### src/rtl/iir_out_decim_if.sv
// Sample stream bundle for iir_out_decim: filter samples in, decimated samples out.
// The slave modport is the block itself; the master modport is the producer/consumer side.
interface iir_out_decim_if #(
  parameter int BITWIDTH = 32,
  parameter int OUT_W    = 16
);
  logic signed [BITWIDTH-1:0] x;
  logic                       x_valid;
  logic signed [OUT_W-1:0]    m_data;
  logic                       m_valid;
  logic                       m_ready;

  modport master (output x, x_valid, m_ready, input m_data, m_valid);
  modport slave  (input x, x_valid, m_ready, output m_data, m_valid);
endinterface

### src/rtl/iir_out_decim.sv
// Decimating output stage: keeps every DECIM-th sample, rounds half up to OUT_FAC fraction
// bits, saturates to OUT_W, and buffers results in a small FIFO with sticky sat/ovf flags.
module iir_out_decim #(
  parameter int BITWIDTH = 32,
  parameter int FAC      = 20,
  parameter int OUT_W    = 16,
  parameter int OUT_FAC  = 8,
  parameter int DECIM    = 4,
  parameter int DEPTH    = 4
) (
  input  logic                 clk,
  input  logic                 rst,
  iir_out_decim_if.slave       bus,
  output logic                 sat,
  output logic                 ovf,
  input  logic                 flag_clr
);

  localparam int SH    = FAC - OUT_FAC;
  localparam int CNT_W = (DECIM > 1) ? $clog2(DECIM) : 1;
  localparam int PTR_W = $clog2(DEPTH);
  localparam logic [BITWIDTH:0] HALF = {{BITWIDTH{1'b0}}, 1'b1} << (SH - 1);

  // Round half up at one extra bit so x + HALF can never wrap.
  function automatic logic signed [BITWIDTH:0] round_hu(input logic signed [BITWIDTH-1:0] v);
    logic signed [BITWIDTH:0] ext;
    ext = {v[BITWIDTH-1], v};
    ext = ext + $signed(HALF);
    return ext >>> SH;
  endfunction

  // Returns {saturated, value}; the value fits when all bits above the output sign agree.
  function automatic logic [OUT_W:0] sat_out(input logic signed [BITWIDTH:0] r);
    logic [BITWIDTH-OUT_W+1:0] top;
    top = r[BITWIDTH:OUT_W-1];
    if (top == '0 || top == '1)
      return {1'b0, r[OUT_W-1:0]};
    else if (r[BITWIDTH])
      return {1'b1, 1'b1, {(OUT_W-1){1'b0}}};
    else
      return {1'b1, 1'b0, {(OUT_W-1){1'b1}}};
  endfunction

  logic [CNT_W-1:0]         cnt;
  logic                     keep;
  logic signed [BITWIDTH:0] r_p0;
  logic [OUT_W:0]           sv_p0;

  logic                     s_valid;
  logic signed [OUT_W-1:0]  s_data;
  logic                     s_sat;

  logic signed [OUT_W-1:0]  mem [DEPTH];
  logic [PTR_W-1:0]         wr_ptr;
  logic [PTR_W-1:0]         rd_ptr;
  logic [PTR_W:0]           count;
  logic                     full;
  logic                     pop;
  logic                     push_ok;
  logic                     drop;

  always_ff @(posedge clk or negedge rst) begin
    if (!rst)
      cnt <= '0;
    else if (bus.x_valid)
      cnt <= (cnt == CNT_W'(DECIM - 1)) ? '0 : cnt + CNT_W'(1);
  end

  assign keep  = bus.x_valid && (cnt == '0);
  assign r_p0  = round_hu(bus.x);
  assign sv_p0 = sat_out(r_p0);

  // ---- stage p0 -> stage register
  always_ff @(posedge clk or negedge rst) begin
    if (!rst) begin
      s_valid <= 1'b0;
      s_data  <= '0;
      s_sat   <= 1'b0;
    end else begin
      s_valid <= keep;
      if (keep) begin
        s_data <= sv_p0[OUT_W-1:0];
        s_sat  <= sv_p0[OUT_W];
      end
    end
  end

  // ---- stage register -> FIFO
  assign full    = (count == (PTR_W+1)'(DEPTH));
  assign pop     = (count != '0) && bus.m_ready;
  assign push_ok = s_valid && (!full || pop);
  assign drop    = s_valid && !push_ok;

  always_ff @(posedge clk) begin
    if (push_ok)
      mem[wr_ptr] <= s_data;
  end

  always_ff @(posedge clk or negedge rst) begin
    if (!rst) begin
      wr_ptr <= '0;
      rd_ptr <= '0;
      count  <= '0;
    end else begin
      if (push_ok)
        wr_ptr <= wr_ptr + PTR_W'(1);
      if (pop)
        rd_ptr <= rd_ptr + PTR_W'(1);
      case ({push_ok, pop})
        2'b10:   count <= count + (PTR_W+1)'(1);
        2'b01:   count <= count - (PTR_W+1)'(1);
        default: count <= count;
      endcase
    end
  end

  // Head is forced to zero while empty so reset leaves m_data clean without resetting storage.
  assign bus.m_valid = (count != '0);
  assign bus.m_data  = bus.m_valid ? mem[rd_ptr] : '0;

  // Sticky flags: a set event in the same cycle beats flag_clr.
  always_ff @(posedge clk or negedge rst) begin
    if (!rst) begin
      sat <= 1'b0;
      ovf <= 1'b0;
    end else begin
      if (s_valid && s_sat)
        sat <= 1'b1;
      else if (flag_clr)
        sat <= 1'b0;
      if (drop)
        ovf <= 1'b1;
      else if (flag_clr)
        ovf <= 1'b0;
    end
  end

endmodule

### src/flat_wrapper.sv
// flat-port wrapper written by rule: the top's interface ports become plain ports
module iir_out_decim_flat 
#(
  parameter int BITWIDTH = 32,
  parameter int FAC      = 20,
  parameter int OUT_W    = 16,
  parameter int OUT_FAC  = 8,
  parameter int DECIM    = 4,
  parameter int DEPTH    = 4
)
  (clk, rst, sat, ovf, flag_clr, bus_x, bus_x_valid, bus_m_ready, bus_m_data, bus_m_valid);
  iir_out_decim_if #(.BITWIDTH(BITWIDTH), .OUT_W(OUT_W)) bus_i ();
  input  logic clk;
  input  logic rst;
  output logic sat;
  output logic ovf;
  input  logic flag_clr;
  input wire logic [$bits(bus_i.x)-1:0] bus_x;
  input wire logic [$bits(bus_i.x_valid)-1:0] bus_x_valid;
  input wire logic [$bits(bus_i.m_ready)-1:0] bus_m_ready;
  output wire logic [$bits(bus_i.m_data)-1:0] bus_m_data;
  output wire logic [$bits(bus_i.m_valid)-1:0] bus_m_valid;
  assign bus_i.x = bus_x;
  assign bus_i.x_valid = bus_x_valid;
  assign bus_i.m_ready = bus_m_ready;
  assign bus_m_data = bus_i.m_data;
  assign bus_m_valid = bus_i.m_valid;
  iir_out_decim #(.BITWIDTH(BITWIDTH), .FAC(FAC), .OUT_W(OUT_W), .OUT_FAC(OUT_FAC), .DECIM(DECIM), .DEPTH(DEPTH)) u_core (.clk(clk), .rst(rst), .bus(bus_i), .sat(sat), .ovf(ovf), .flag_clr(flag_clr));
endmodule
### config.mk
export PLATFORM = sky130hd
export DESIGN_NAME = iir_out_decim_flat
export DESIGN_NICKNAME = d
export VERILOG_FILES = /design/src/rtl/iir_out_decim_if.sv /design/src/rtl/iir_out_decim.sv /design/src/flat_wrapper.sv
export SDC_FILE = /design/constraint.sdc
export NUM_CORES = 1
export LEC_CHECK = 0
export ABC_AREA = 1
export ABC_CLOCK_PERIOD_IN_PS = 2400
export CAP_MARGIN = 10
export CORE_UTILIZATION = 30
export DETAILED_ROUTE_END_ITERATION = 7
export MAX_ROUTING_LAYER = met4
export PLACE_DENSITY = 0.48
export SLEW_MARGIN = 10
export SYNTH_ARGS = -nofsm -noshare
export SYNTH_HDL_FRONTEND = slang
export SYNTH_SLANG_ARGS = --single-unit
export TNS_END_PERCENT = 50
### constraint.sdc
create_clock -name clk -period 2.4 [get_ports clk]
set_input_delay 0.36 -clock clk [delete_from_list [all_inputs] [get_ports clk]]
set_output_delay 0.36 -clock clk [all_outputs]
set_load 0.02 [all_outputs]
### After elaboration in Yosys (flattened, before gate mapping)

Memory sizes are Yosys's and may differ from the RTL's.
Index checks and enable logic that the tools add are counted.

| operators by class | value |
|---|---|
| add/subtract/negate cells | 6 |
| eq/ne operators | 5 |
| muxes and demuxes | 10 |
| reductions and logical operators | 15 |

Operator list:

| kind | number |
|---|---|
| $add A32 B13 Y33 const B | 1 |
| $mux W16 | 2 |
| $eq A18 B18 Y1 const B | 1 |
| $logic_not A18 Y1 | 1 |
| $mux W17 | 1 |
| $add A2 B1 Y2 const B | 3 |
| $pmux W3 S2 | 1 |
| $reduce_bool A2 Y1 | 3 |
| $logic_and A1 B1 Y1 | 5 |
| $mux W1 | 5 |
| $eq A2 B2 Y1 const B | 2 |
| $add A3 B1 Y3 const B | 1 |
| $eq A3 B3 Y1 const B | 1 |
| $reduce_bool A3 Y1 | 1 |
| $sub A3 B1 Y3 const B | 1 |
| $eq A2 B1 Y1 const B | 1 |
| $logic_not A1 Y1 | 2 |
| $logic_not A2 Y1 | 1 |
| $logic_or A1 B1 Y1 | 2 |
| $mux W2 | 1 |

| word-level totals | value |
|---|---|
| register bits | 29 |
| RAM bits | 64 |
| input port bits | 37 |
| output and inout bits | 19 |
| logic and storage cells | 46 |
| memories | 1 |

Memory list:

| memory | depth | bits a word | read ports | clocked after memory_dff | wr ports | RTL line | source |
|---|---|---|---|---|---|---|---|
| u_core.mem | 4 | 16 | 1 | 0 | 1 | iir_out_decim.sv:53 | `logic signed [OUT_W-1:0] mem [DEPTH];` |

### Logic depth before layout (Yosys ltp)

| logic depth | value |
|---|---|
| word-level depth | 7 |
| mapped depth | 17 |

### Least setup slack after synthesis

No wires, ideal clock.

| path | value |
|---|---|
| kind | reg-to-reg |
| start | register u_core.count[2] |
| end | memory u_core.mem[0][0] (enable) |
| data arrival time | 1.605 ns |
| required time | 2.011 ns |
| setup slack | 0.407 ns |
| stages on the path, launching flop included | 4 |
| path through | dfrtp_1 > a31oi_1 > inv_1 > nor2_1 |

| on the way | value |
|---|---|
| word-level cells in the longest chain between the ends | 6 |
| elaborated cells on any way between the ends | 8 |

RTL lines:

| what | RTL line | source |
|---|---|---|
| from (decl) | iir_out_decim.sv:56 | `logic [PTR_W:0] count;` |
| from (signal assigned) | iir_out_decim.sv:110 | `2'b10: count <= count + (PTR_W+1)'(1);` |
| from (signal assigned) | iir_out_decim.sv:111 | `2'b01: count <= count - (PTR_W+1)'(1);` |
| from (signal assigned) | iir_out_decim.sv:112 | `default: count <= count;` |
| $eq A3 B3 Y1 / $reduce_bool A3 Y1 (equally long branches) | iir_out_decim.sv:89, iir_out_decim.sv:90 |  |
| $logic_not A1 Y1 / $logic_and A1 B1 Y1 (equally long branches) | iir_out_decim.sv:91, iir_out_decim.sv:90 |  |
| $logic_or A1 B1 Y1 (*) | iir_out_decim.sv:91 | `assign push_ok = s_valid && (!full \|\| pop);` |
| $logic_and A1 B1 Y1 (*) | iir_out_decim.sv:91 |  |
| $mux W1 (*) | iir_out_decim.sv:95 | `if (push_ok)` |
| $mux W1 (implied by the code) (*) | iir_out_decim.sv:96 | `mem[wr_ptr] <= s_data;` |
| to (decl) | iir_out_decim.sv:53 |  |

Mark *: on every way between the ends. The rest lies on a longest branch, timed or not.

### Final worst setup path

| path | value |
|---|---|
| start | register u_core.count[0] |
| end | output port bus_m_valid |

| on the way | value |
|---|---|
| word-level cells in the longest chain between the ends | 1 |

RTL lines:

| what | RTL line | source |
|---|---|---|
| $reduce_bool A3 Y1 | iir_out_decim.sv:118 | `assign bus.m_valid = (count != '0);` |
| to (decl) | flat_wrapper.sv:22 | `output wire logic [$bits(bus_i.m_valid)-1:0] bus_m_valid;` |

Every way passes these cells.

==> summary.txt <==
==================================================================================
Outcome                                                               finished, violations left
Violations in the final reports                                       design-rule violations
Arr. time, crit path                                                       1.89 ns
Clock Skews                                                             0.00609 ns
Total area of sequential cells                                          2650 sq um
HP Class                                                              input pin to async pin
Switching power summed over all nets                                       2270 uW
Maximum vdd drop                                                        0.000404 V
Final global-route overflow total                                                0
Starting utilization of the core area                                        31.1%
Critical path, cell by cell                                           nor2_1, inv_1, nor2_2, buf_12, inv_1, clkdlybuf4s50_1
Share of final-layout standard cells stronger than drive strength 1          13.0%
Worst Path Class, Setup                                               flip-flop to output pin
Antenna violations before repair                                                 0
Switching part of the total power                                            36.5%
Maximum buffer depth of the clock tree                                           2
Overall fraction of global-route tracks in use                               13.5%
DP Wirelength                                                              6850 um
Max Used Layer                                                                met4
DRC errors left                                                                  6
Largest net degree at the start of global routing                               30
Num rows                                                                        44
Number of endpoints with negative hold slack in the final report                 0
Routed via count divided by cell count                                        4.38
Power per standard cell area                                          1090 nW/um^2
Startpoint kind of the worst setup timing path                           flip-flop
Static leakage power                                                    0.00244 uW
Part of the total power dissipated in the clock network                      21.4%
Buffers on Ports                                                                44
Netlist area before placement                                           4570 sq um
Post-CTS Hold Fix Bufs                                                           0
Gate Count Post-Synth                                                          488
Metal2 WL                                                                  4540 um
Count of antenna diodes in the layout                                            0
Delay contributed by the slowest stage of the critical path                0.52 ns
Count of max-cap constraint violations                                           0
Sum Neg Setup Slack                                                           0 ns
Internal cell power                                                        3940 uW
Capturing element type of the critical path                             output pin
DR vias                                                                       3266
Comb pwr share                                                               37.7%
Mean routed wirelength per cell                                            12.8 um
Sequential fraction of the synthesis area                                    57.9%
Wire length of the first global-routing pass                              16200 um
Worst-path cell with the longest stage delay                          sky130_fd_sc_hd__clkdlybuf4s50_1
Detailed router's first-iteration violation count                              196
Most numerous cell on the critical path                               sky130_fd_sc_hd__inv_1
Unrepaired setup endpoints after global routing                              false
Multi-input logic area                                                  1710 sq um
Final clock period utilization by the worst path                             93.9%
Die area                                                               15700 sq um
Final Slew Violations                                                            0
Final setup vio count                                                            0
Fin nets                                                                       601
Y dimension of the die                                                      125 um
CTS H-tree lvls                                                                  3
Final Power                                                                6220 uW
Number of nets produced by synthesis                                           533
Data required time at the worst endpoint                                   2.04 ns
Warning count from the yosys run                                                 0
DRT antenna net count                                                            0
Sum of routed wire length over all layers                                  9560 um
Critical path peak fanout                                                       18
Period minus WS final                                                      2.25 ns
Maximum clock frequency                                                  0.444 GHz
Slew at the pin with the worst max-slew slack                             0.360 ns
Clock sink count                                                                93
Rel. slew slack                                                              76.0%
Amount of wire on met3 after detailed routing                               306 um
Mean post-synth cell area                                               9.37 sq um
Cell at the root of the clock tree                                    sky130_fd_sc_hd__clkbuf_16
Core Area                                                              14700 sq um
Layout overhead on the synthesized area                                      25.1%
TritonCTS clock tree                                                           yes
Final weighted congestion of routability-driven global placement             0.803
Filler Cells Inserted                                                         1487
Total iterations of the first detailed-routing run                               8
Number of top-level design ports                                                56
Insertion delay of the later-clocked pin in the worst-skew pair            0.34 ns
Vias in the first global route                                                3296
Width of the die                                                            125 um
Number of synthesized register bits                                             93
Sequential share of power                                                    40.9%
Number of distinct library cells after synthesis                                27
CTS clk-pin slew, worst paths                                              0.07 ns
Number of buffers created by CTS                                                 9
Sum of routed wire segments on met1                                        4590 um
Number of setup buffers added after CTS                                          0
==================================================================================
-- kinds of logic after synthesis --
kind of cell	count (synthesis)	share of synthesized area, %
flip-flops	93	57.9
XOR/XNOR	19	3.64
buffers and inverters	53	4.76
AND/OR/NAND/NOR	250	24.1
adder cells (fa/ha/maj)	8	2.35
AO/OA/AOI/OAI	65	7.25
-- synth_stat cells, drive strengths merged --
cell type / n / share of area, %
a31oi: 1 / 0.14
xor2: 11 / 2.1
nand3: 22 / 2.8
o21bai: 2 / 0.33
fa: 1 / 0.44
edfxtp: 64 / 42
buf: 3 / 0.66
a21oi: 18 / 2.0
nor3: 1 / 0.11
dfrtp: 29 / 16
clkbuf: 12 / 0.99
ha: 7 / 1.9
o21ai: 44 / 4.8
nand4: 2 / 0.27
nand3b: 1 / 0.16
inv: 36 / 3.0
xnor2: 8 / 1.5
clkinv: 2 / 0.16
nor2: 103 / 9.6
nand2: 121 / 11
-- cells in the final DEF (no fill, tap or decap), types with 2 or more instances in the layout --
cell type and n:
sky130_fd_sc_hd__nor2_4 5, sky130_fd_sc_hd__nand2_2 9, sky130_fd_sc_hd__xnor2_1 8, sky130_fd_sc_hd__nand2_4 4, sky130_fd_sc_hd__nand4_1 2, sky130_fd_sc_hd__inv_1 35
sky130_fd_sc_hd__a21oi_1 18, sky130_fd_sc_hd__buf_6 2, sky130_fd_sc_hd__nand3_2 4, sky130_fd_sc_hd__o21bai_1 2, sky130_fd_sc_hd__o21ai_0 44, sky130_fd_sc_hd__dlygate4sd2_1 5
sky130_fd_sc_hd__clkinvlp_4 3, sky130_fd_sc_hd__buf_4 24, sky130_fd_sc_hd__clkdlybuf4s50_1 28, sky130_fd_sc_hd__buf_12 2, sky130_fd_sc_hd__xor2_1 11, sky130_fd_sc_hd__nand3_1 18
sky130_fd_sc_hd__nor2_2 6, sky130_fd_sc_hd__dlymetal6s2s_1 11, sky130_fd_sc_hd__clkinv_1 2, sky130_fd_sc_hd__dfrtp_1 29, sky130_fd_sc_hd__edfxtp_1 64, sky130_fd_sc_hd__nor2_1 92
sky130_fd_sc_hd__clkbuf_16 9, sky130_fd_sc_hd__ha_1 7, sky130_fd_sc_hd__nand2_1 108
-- worst max-delay path: cells and delay by family, from the launching register on --
kind,cells,cell delay [ns]
buf+inv,4,0.82
flops,1,0.40
simple gates,2,0.34
-- stage by stage --
| step | instance area, sq um | hold WS, ns | setup WS (ns) | instances | utilization (%) |
|---|---|---|---|---|---|
| 3_5_place_dp | 5400 | 0.483 | -0.0311 | 729 | 36.8 |
| 2_1_floorplan | 4570 | 0.0644 | 0.407 | 488 | - |
| 4_1_cts | 5690 | 0.412 | 0.00962 | 745 | 38.7 |
| 6_report | 5720 | 0.406 | 0.146 | 745 | 38.9 |
| 5_1_grt | 5720 | 0.447 | 0.0444 | 745 | 38.9 |
| 3_3_place_gp | 5400 | 0.482 | 0.00384 | 729 | 36.8 |
-- final cells by class --
class,instances,area share [%]
repair buffers,72,12.3
clock inverters,6,0.832
clock buffers,10,4.18
multi-input cells,342,29.8
inverters,38,2.49
flip-flops and latches,93,46.3
well taps,184,4.03
-- registers in the layout, indices dropped and copies added, names as in the netlist --
| register | cells |
|---|---|
| u_core.mem | 64 |
| u_core.s_data | 16 |
| u_core.count | 3 |
| u_core.cnt | 2 |
| u_core.rd_ptr | 2 |
| u_core.wr_ptr | 2 |
| u_core.ovf | 1 |
| u_core.s_sat | 1 |
| u_core.s_valid | 1 |
| u_core.sat | 1 |
-- final timing paths --
check                           startpoint                end  slack [ns]  cells after the start
max                        u_core.count[0]        bus_m_valid        0.15                      6
min                                    rst      u_core.cnt[0]        0.41                      2
max reg2reg                u_core.count[0]    u_core.count[2]        0.48                     11
min reg2reg                u_core.count[0]    u_core.count[0]        0.50                      1
max in group asynchronous              rst  u_core.s_data[14]        1.72                      2
min in group clk           u_core.count[0]    u_core.count[0]        0.50                      1
-- layer usage --
| layer | GRT usage (%) | up-vias |
|---|---|---|
| met5 | - | - |
| li1 | - | 1725 |
| met2 | 22.1 | 50 |
| met4 | 4.52 | 0 |
| met1 | 17.1 | 1481 |
| met3 | 2.23 | 10 |
-- power groups by stage --
stage,registers [uW],clock network (uW),logic (uW)
2_1_floorplan,2460,0,1450
3_3_place_gp,2550,0,2430
3_5_place_dp,2580,0,2470
4_1_cts,2540,1360,2430
5_1_grt,2600,1430,2670
6_report,2540,1330,2350
-- timing repair --
item,in CTS,in global routing
endpoints found under the setup margin,10,11
gates resized for setup,6,13
cloned,0,0
Note: power is estimated with default switching activity, not from simulation.
